`src/rtl/dmem_arbiter.sv`:
```
// Two-port (fetch / memory-stage) arbiter onto one single-ported 64-bit data memory.
// Optional feature macro: DMEM_BOUNDS_CHECK_EN (out-of-range addresses complete with rdata=0 and m_err).
module dmem_arbiter #(
  parameter int unsigned MEM_WORDS  = 8192,
  parameter int unsigned STARVE_MAX = 4
) (
  input  logic        clk,
  input  logic        rst_n,
  input  logic        f_req_i,
  input  logic [63:0] f_addr_i,
  output logic        f_gnt_o,
  output logic        f_valid_o,
  output logic [63:0] f_rdata_o,
  input  logic        m_req_i,
  input  logic        m_we_i,
  input  logic [63:0] m_addr_i,
  input  logic [63:0] m_wdata_i,
  output logic        m_gnt_o,
  output logic        m_valid_o,
  output logic [63:0] m_rdata_o,
  output logic        m_err_o,
  output logic        mem_re_o,
  output logic        mem_we_o,
  output logic [12:0] mem_addr_o,
  output logic [63:0] mem_wdata_o,
  input  logic [63:0] mem_rdata_i,
  output logic [1:0]  dbg_state_o
);

  localparam int SW = $clog2(STARVE_MAX + 1);

  typedef enum logic [1:0] {
    IDLE   = 2'd0,
    BUSY_F = 2'd1,
    BUSY_M = 2'd2
  } state_e;

  state_e        state_q;
  logic [SW-1:0] starve_q;
  logic          mem_re_q, mem_we_q;
  logic [12:0]   mem_addr_q;
  logic [63:0]   mem_wdata_q;
  logic          rd_ok_q, err_q;
  logic          f_valid_q, m_valid_q;
  logic [63:0]   f_hold_q, m_hold_q;

  logic idle, starved, f_win, m_win, f_oob, m_oob;

  // Requesters hold req until they see gnt in the same cycle; gnt is combinational
  // and only ever raised in IDLE, so a request seen during BUSY simply waits.
  assign idle    = (state_q == IDLE);
  assign starved = (starve_q == SW'(STARVE_MAX));
  assign f_win   = rst_n && idle && f_req_i && (!m_req_i || starved);
  assign m_win   = rst_n && idle && m_req_i && !f_win;

`ifdef DMEM_BOUNDS_CHECK_EN
  assign f_oob   = (f_addr_i >= 64'(MEM_WORDS));
  assign m_oob   = (m_addr_i >= 64'(MEM_WORDS));
  assign m_err_o = m_valid_q & err_q;
`else
  logic unused_bits;
  assign f_oob       = 1'b0;
  assign m_oob       = 1'b0;
  assign m_err_o     = 1'b0;
  assign unused_bits = ^{f_addr_i[63:13], m_addr_i[63:13], err_q, 32'(MEM_WORDS)};
`endif

  assign f_gnt_o     = f_win;
  assign m_gnt_o     = m_win;
  assign f_valid_o   = f_valid_q;
  assign m_valid_o   = m_valid_q;
  assign mem_re_o    = mem_re_q;
  assign mem_we_o    = mem_we_q;
  assign mem_addr_o  = mem_addr_q;
  assign mem_wdata_o = mem_wdata_q;
  assign dbg_state_o = state_q;

  // Read data arrives the cycle after the strobe, i.e. in the valid cycle itself.
  assign f_rdata_o = f_valid_q ? (rd_ok_q ? mem_rdata_i : 64'd0) : f_hold_q;
  assign m_rdata_o = m_valid_q ? (rd_ok_q ? mem_rdata_i : 64'd0) : m_hold_q;

  always_ff @(posedge clk or negedge rst_n) begin
    if (!rst_n) begin
      state_q     <= IDLE;
      starve_q    <= '0;
      mem_re_q    <= 1'b0;
      mem_we_q    <= 1'b0;
      mem_addr_q  <= '0;
      mem_wdata_q <= '0;
      rd_ok_q     <= 1'b0;
      err_q       <= 1'b0;
      f_valid_q   <= 1'b0;
      m_valid_q   <= 1'b0;
      f_hold_q    <= '0;
      m_hold_q    <= '0;
    end else begin
      mem_re_q  <= 1'b0;
      mem_we_q  <= 1'b0;
      f_valid_q <= 1'b0;
      m_valid_q <= 1'b0;
      if (f_valid_q) f_hold_q <= f_rdata_o;
      if (m_valid_q) m_hold_q <= m_rdata_o;

      if (!f_req_i || f_win) starve_q <= '0;
      else if (m_win && !starved) starve_q <= starve_q + 1'b1;

      case (state_q)
        IDLE: begin
          if (f_win) begin
            state_q     <= BUSY_F;
            mem_re_q    <= !f_oob;
            mem_addr_q  <= f_addr_i[12:0];
            mem_wdata_q <= '0;
            rd_ok_q     <= !f_oob;
            err_q       <= f_oob;
          end else if (m_win) begin
            state_q     <= BUSY_M;
            mem_re_q    <= !m_we_i && !m_oob;
            mem_we_q    <= m_we_i && !m_oob;
            mem_addr_q  <= m_addr_i[12:0];
            mem_wdata_q <= m_wdata_i;
            rd_ok_q     <= !m_we_i && !m_oob;
            err_q       <= m_oob;
          end
        end
        BUSY_F: begin
          state_q   <= IDLE;
          f_valid_q <= 1'b1;
        end
        BUSY_M: begin
          state_q   <= IDLE;
          m_valid_q <= 1'b1;
        end
        default: state_q <= IDLE;
      endcase
    end
  end

endmodule
```
`config.mk`:
```
export PLATFORM = sky130hd
export DESIGN_NAME = dmem_arbiter
export DESIGN_NICKNAME = d
export VERILOG_FILES = /design/src/rtl/dmem_arbiter.sv
export SDC_FILE = /design/constraint.sdc
export NUM_CORES = 1
export LEC_CHECK = 0
export ABC_AREA = 1
export CAP_MARGIN = 20
export CORE_AREA = 3 3 182 184
export DETAILED_ROUTE_END_ITERATION = 12
export DIE_AREA = 0 0 185 187
export PLACE_DENSITY = 0.6
export SYNTH_ARGS = -nofsm -noshare
export SYNTH_HDL_FRONTEND = slang
export SYNTH_SLANG_ARGS = --single-unit
export TNS_END_PERCENT = 5
```
`constraint.sdc`:
```
create_clock -name clk -period 3 [get_ports clk]
set_clock_uncertainty 0.2 [all_clocks]
set_input_delay 0.45 -clock clk [delete_from_list [all_inputs] [get_ports clk]]
set_output_delay 0.45 -clock clk [all_outputs]
set_load 0.005 [all_outputs]
```
==> impl_metrics.yaml, run 1 <==
finish:
  drive_gt1_frac: 0.0517
  nNetsFinal: 1636
  area_delta_synth_final_pct: 57.3
  finalCoreUtilization: 0.447
  n_antenna_cell: 0
yosys:
  synth_common_cells: "344 x nand2_1, 259 x o21ai_0, 215 x dfrtp_1"
  synth.most_common_cell: "nand2_1"
  ys_ff_latch: 215
  synth.top_cells.by_area: "dfrtp_1 60%, o21ai_0 14%, nand2_1 14%"
  syn_nets: 1290
  ys_types: 20
  synth_edf_count: 0
  async_reset_ff_frac: 1.00
  synth_top_flop_cell: "dfrtp_1"
  avgSynthCellArea_um2: 8.74
  yosysSeqAreaShare: 0.600
  synth.top_cell.area_share: 0.600
  ys_warn_count: 0
  synth_area_um2: 8970
  synth_cells: 1027
  yosys.area.top_type: "dfrtp_1"
grt:
  grt_overflow: 0
  grt_max_degree: 146
  grt_antenna_before_repair: 0
  grt_pass1_vias: 8259
  grt_pass1_wl_um: 45800
  grtUsageTotal: 0.163
route:
  drt_iter0_markers: 488
  routedWlPerCell_um: 16.3
  ant_nets: 0
  via_per_inst: 4.64
  drc_errors: 0
  routed_wl_um: 29300
  dr.pass1.iters: 5
  vias: 8328
sta:
  hold_violations: 0
  finalSetupViolCount: 0
  tns_ps: 0
  slew_headroom: 0.418
  fmax_ghz: 0.344
  worstMarginPinSlew_ps: 873
  finalCritPeriodShare: 0.969
  fin_crit_ps: 2910
  grt_setup_unrepaired: "no"
  drv_slew: 0
cts:
  htree_levels: 1
  clk_latency_ps: 520
  clockBufferDepth: 3
  cts_root_buffer: "clkbuf_16"
  cts_buffers: 26
  cts.clk_slew.worst_paths_ps: 60
  cts_tree: "done"
  cts_sinks: 215
worst_setup_path:
  crit_path_end_kind: "output pin"
  crit_fanout: 9
  crit_family: "buffers and inverters"
  path_cells: "dlygate4sd3_1, buf_8, nand2_1, nor2_2, nand2_1, inv_1, clkdlybuf4s50_1"
  worstReg2RegStart: "starve_q[0]"
  critical-path-max-stage-delay_ps: 610
  r2r-end: "starve_q[0]"
  worst-path-buf-inv: 4
  critPathLaunchType: "input port"
  crit_path_frequent_cell: "nand2_1"
  rr_worst_depth: 8
  critPathKind: "input port to output pin"
  reg2reg_slack_ps: 1090
  crit_arrival_ps: 2260
  critPathSlowestCell: "dlygate4sd3_1"
  cp_data_required_time_ps: 2350
place:
  port-buffer-count: 371
  gp_congestion: 0.775
  dp_hpwl_um: 20100
power:
  intPower_uw: 6950
  total_leakage_power_uw: 0.00638
  seqPwrFrac: 0.384
  combPwrFrac: 0.283
  swShare: 0.273
  p_total_uw: 9550
  clockPowerShare: 0.333
  ir_worst_vdd_v: 0.000312
  netSwitchingPower_uw: 2610
  cellPowerDensity_nw_per_um2: 677
floorplanning:
  dieHeight_um: 187
  initial_utilization: 0.284
  fp.dieW_um: 185
  dieArea_um2: 34600
  core_um2: 31600
  io_pins: 475
  fp-row-count: 65
status:
  status: "completed"
hold_path:
  min-delay-path-class: "input port to async pin"
run:
  drv_cap: 0
flip-flops by register name (all words and copies together) (netlist names):
name and count:
dbg_state_o 2, mem_re_o 1, mem_we_o 1, m_valid_o 1, f_hold_q 64, rd_ok_q 1
m_hold_q 64, mem_addr_o 13, starve_q 3, f_valid_o 1, mem_wdata_o 64
how the worst max path moves through the flow:
stage | startpoint | cells past startpoint | slack, ps | to
floorplan | starve_q[0] | 8 | 1080 | f_gnt_o
global placement | m_req_i | 6 | 310 | m_gnt_o
detailed placement | m_req_i | 6 | 270 | m_gnt_o
CTS | f_valid_o | 5 | 6 | f_rdata_o[28]
global route | f_valid_o | 5 | 0.3 | f_rdata_o[56]
finish | rst_n | 7 | 90 | f_gnt_o
routing by layer:
layer  up-vias  global-route usage  routed length, um
met2       309               0.264              13500
met1      3875               0.204              11900
met5         -                   0                  0
li1       4112                   -                  -
met4         0              0.0326                463
met3        32              0.0704               3400
final cells by class:
cell class,instances,area (um^2)
tap,402,503
timing repair buffer,394,4050
clock buffer,45,843
fill,3067,17400
inverter,14,81.3
multi-input combinational,722,3220
sequential,215,5380
clock inverter,3,40.0
power groups by stage:
stage	logic, uW	clock network [uW]	registers, uW
after detailed placement	2730	0	3710
after CTS	2750	3290	3670
after floorplan	955	0	3690
after global routing	3020	3410	3730
after global placement	2710	0	3700
final	2700	3180	3670
through the flow:
step	hold slack, ps	instances	setup slack (ps)	area, um^2
2_1_floorplan	-45.6	1027	1080	8970
3_3_place_gp	64.9	1745	313	13200
3_5_place_dp	65.3	1745	271	13200
4_1_cts	176	1794	5.54	14000
5_1_grt	172	1795	0.264	14100
6_report	187	1795	93.6	14100
repair_timing:
item                                    CTS  global route
setup buffers                             0             0
gates cloned                              0             1
hold endpoints to repair                 45             0
endpoints found under the setup margin   37            39
gates resized for setup                   1            14
hold buffers                              1             0
cell families (layout without fill, tap and decap cells):
logic type | Yosys count | in the layout | synth area share
flops | 215 | 215 | 0.600
xor+xnor | 1 | 1 | 0.000976
buf+inv | 90 | 456 | 0.0427
other cells | 1 | 1 | 0.000418
fa+ha+maj | 2 | 2 | 0.00279
compound gates | 262 | 262 | 0.148
simple gates | 456 | 456 | 0.206
placed cells by master (no fill, tap or decap):
| master | netlist | layout |
|---|---|---|
| inv_2 | 4 | 2 |
| o211ai_4 | 0 | 1 |
| dfrtp_2 | 0 | 1 |
| clkinv_2 | 0 | 2 |
| buf_4 | 3 | 12 |
| clkbuf_1 | 51 | 8 |
| o21ai_1 | 0 | 4 |
| buf_12 | 0 | 6 |
| nand2_1 | 344 | 344 |
| clkbuf_16 | 0 | 28 |
| a21oi_2 | 1 | 1 |
| o211ai_1 | 1 | 1 |
| nor2_1 | 5 | 4 |
| nand3_1 | 105 | 105 |
| clkdlybuf4s50_1 | 0 | 369 |
| o21ai_0 | 259 | 255 |
| xor2_1 | 1 | 1 |
| dlymetal6s2s_1 | 0 | 1 |
| nand4_1 | 1 | 1 |
| clkbuf_8 | 0 | 10 |
| dlygate4sd3_1 | 0 | 1 |
| conb_1 | 1 | 1 |
| buf_16 | 0 | 3 |
| inv_1 | 10 | 10 |
| nor2_2 | 1 | 2 |
| dfrtp_1 | 215 | 214 |
| bufinv_16 | 0 | 2 |
| buf_8 | 0 | 1 |
| inv_4 | 0 | 1 |
| ha_1 | 2 | 2 |
Power figures use the tool's default switching activity.
==> run 2: changes to the inputs <==
Settings changed: SLEW_MARGIN from default to 20.
==> results of run 2 <==
Same layout as run 1: the final DEF is identical, and so are final timing and power.
==> run 3: changes to the inputs <==
Settings changed: GPL_TIMING_DRIVEN from default to 1.
==> results of run 3 <==
Same layout as run 1: the final DEF is identical, and so are final timing and power.
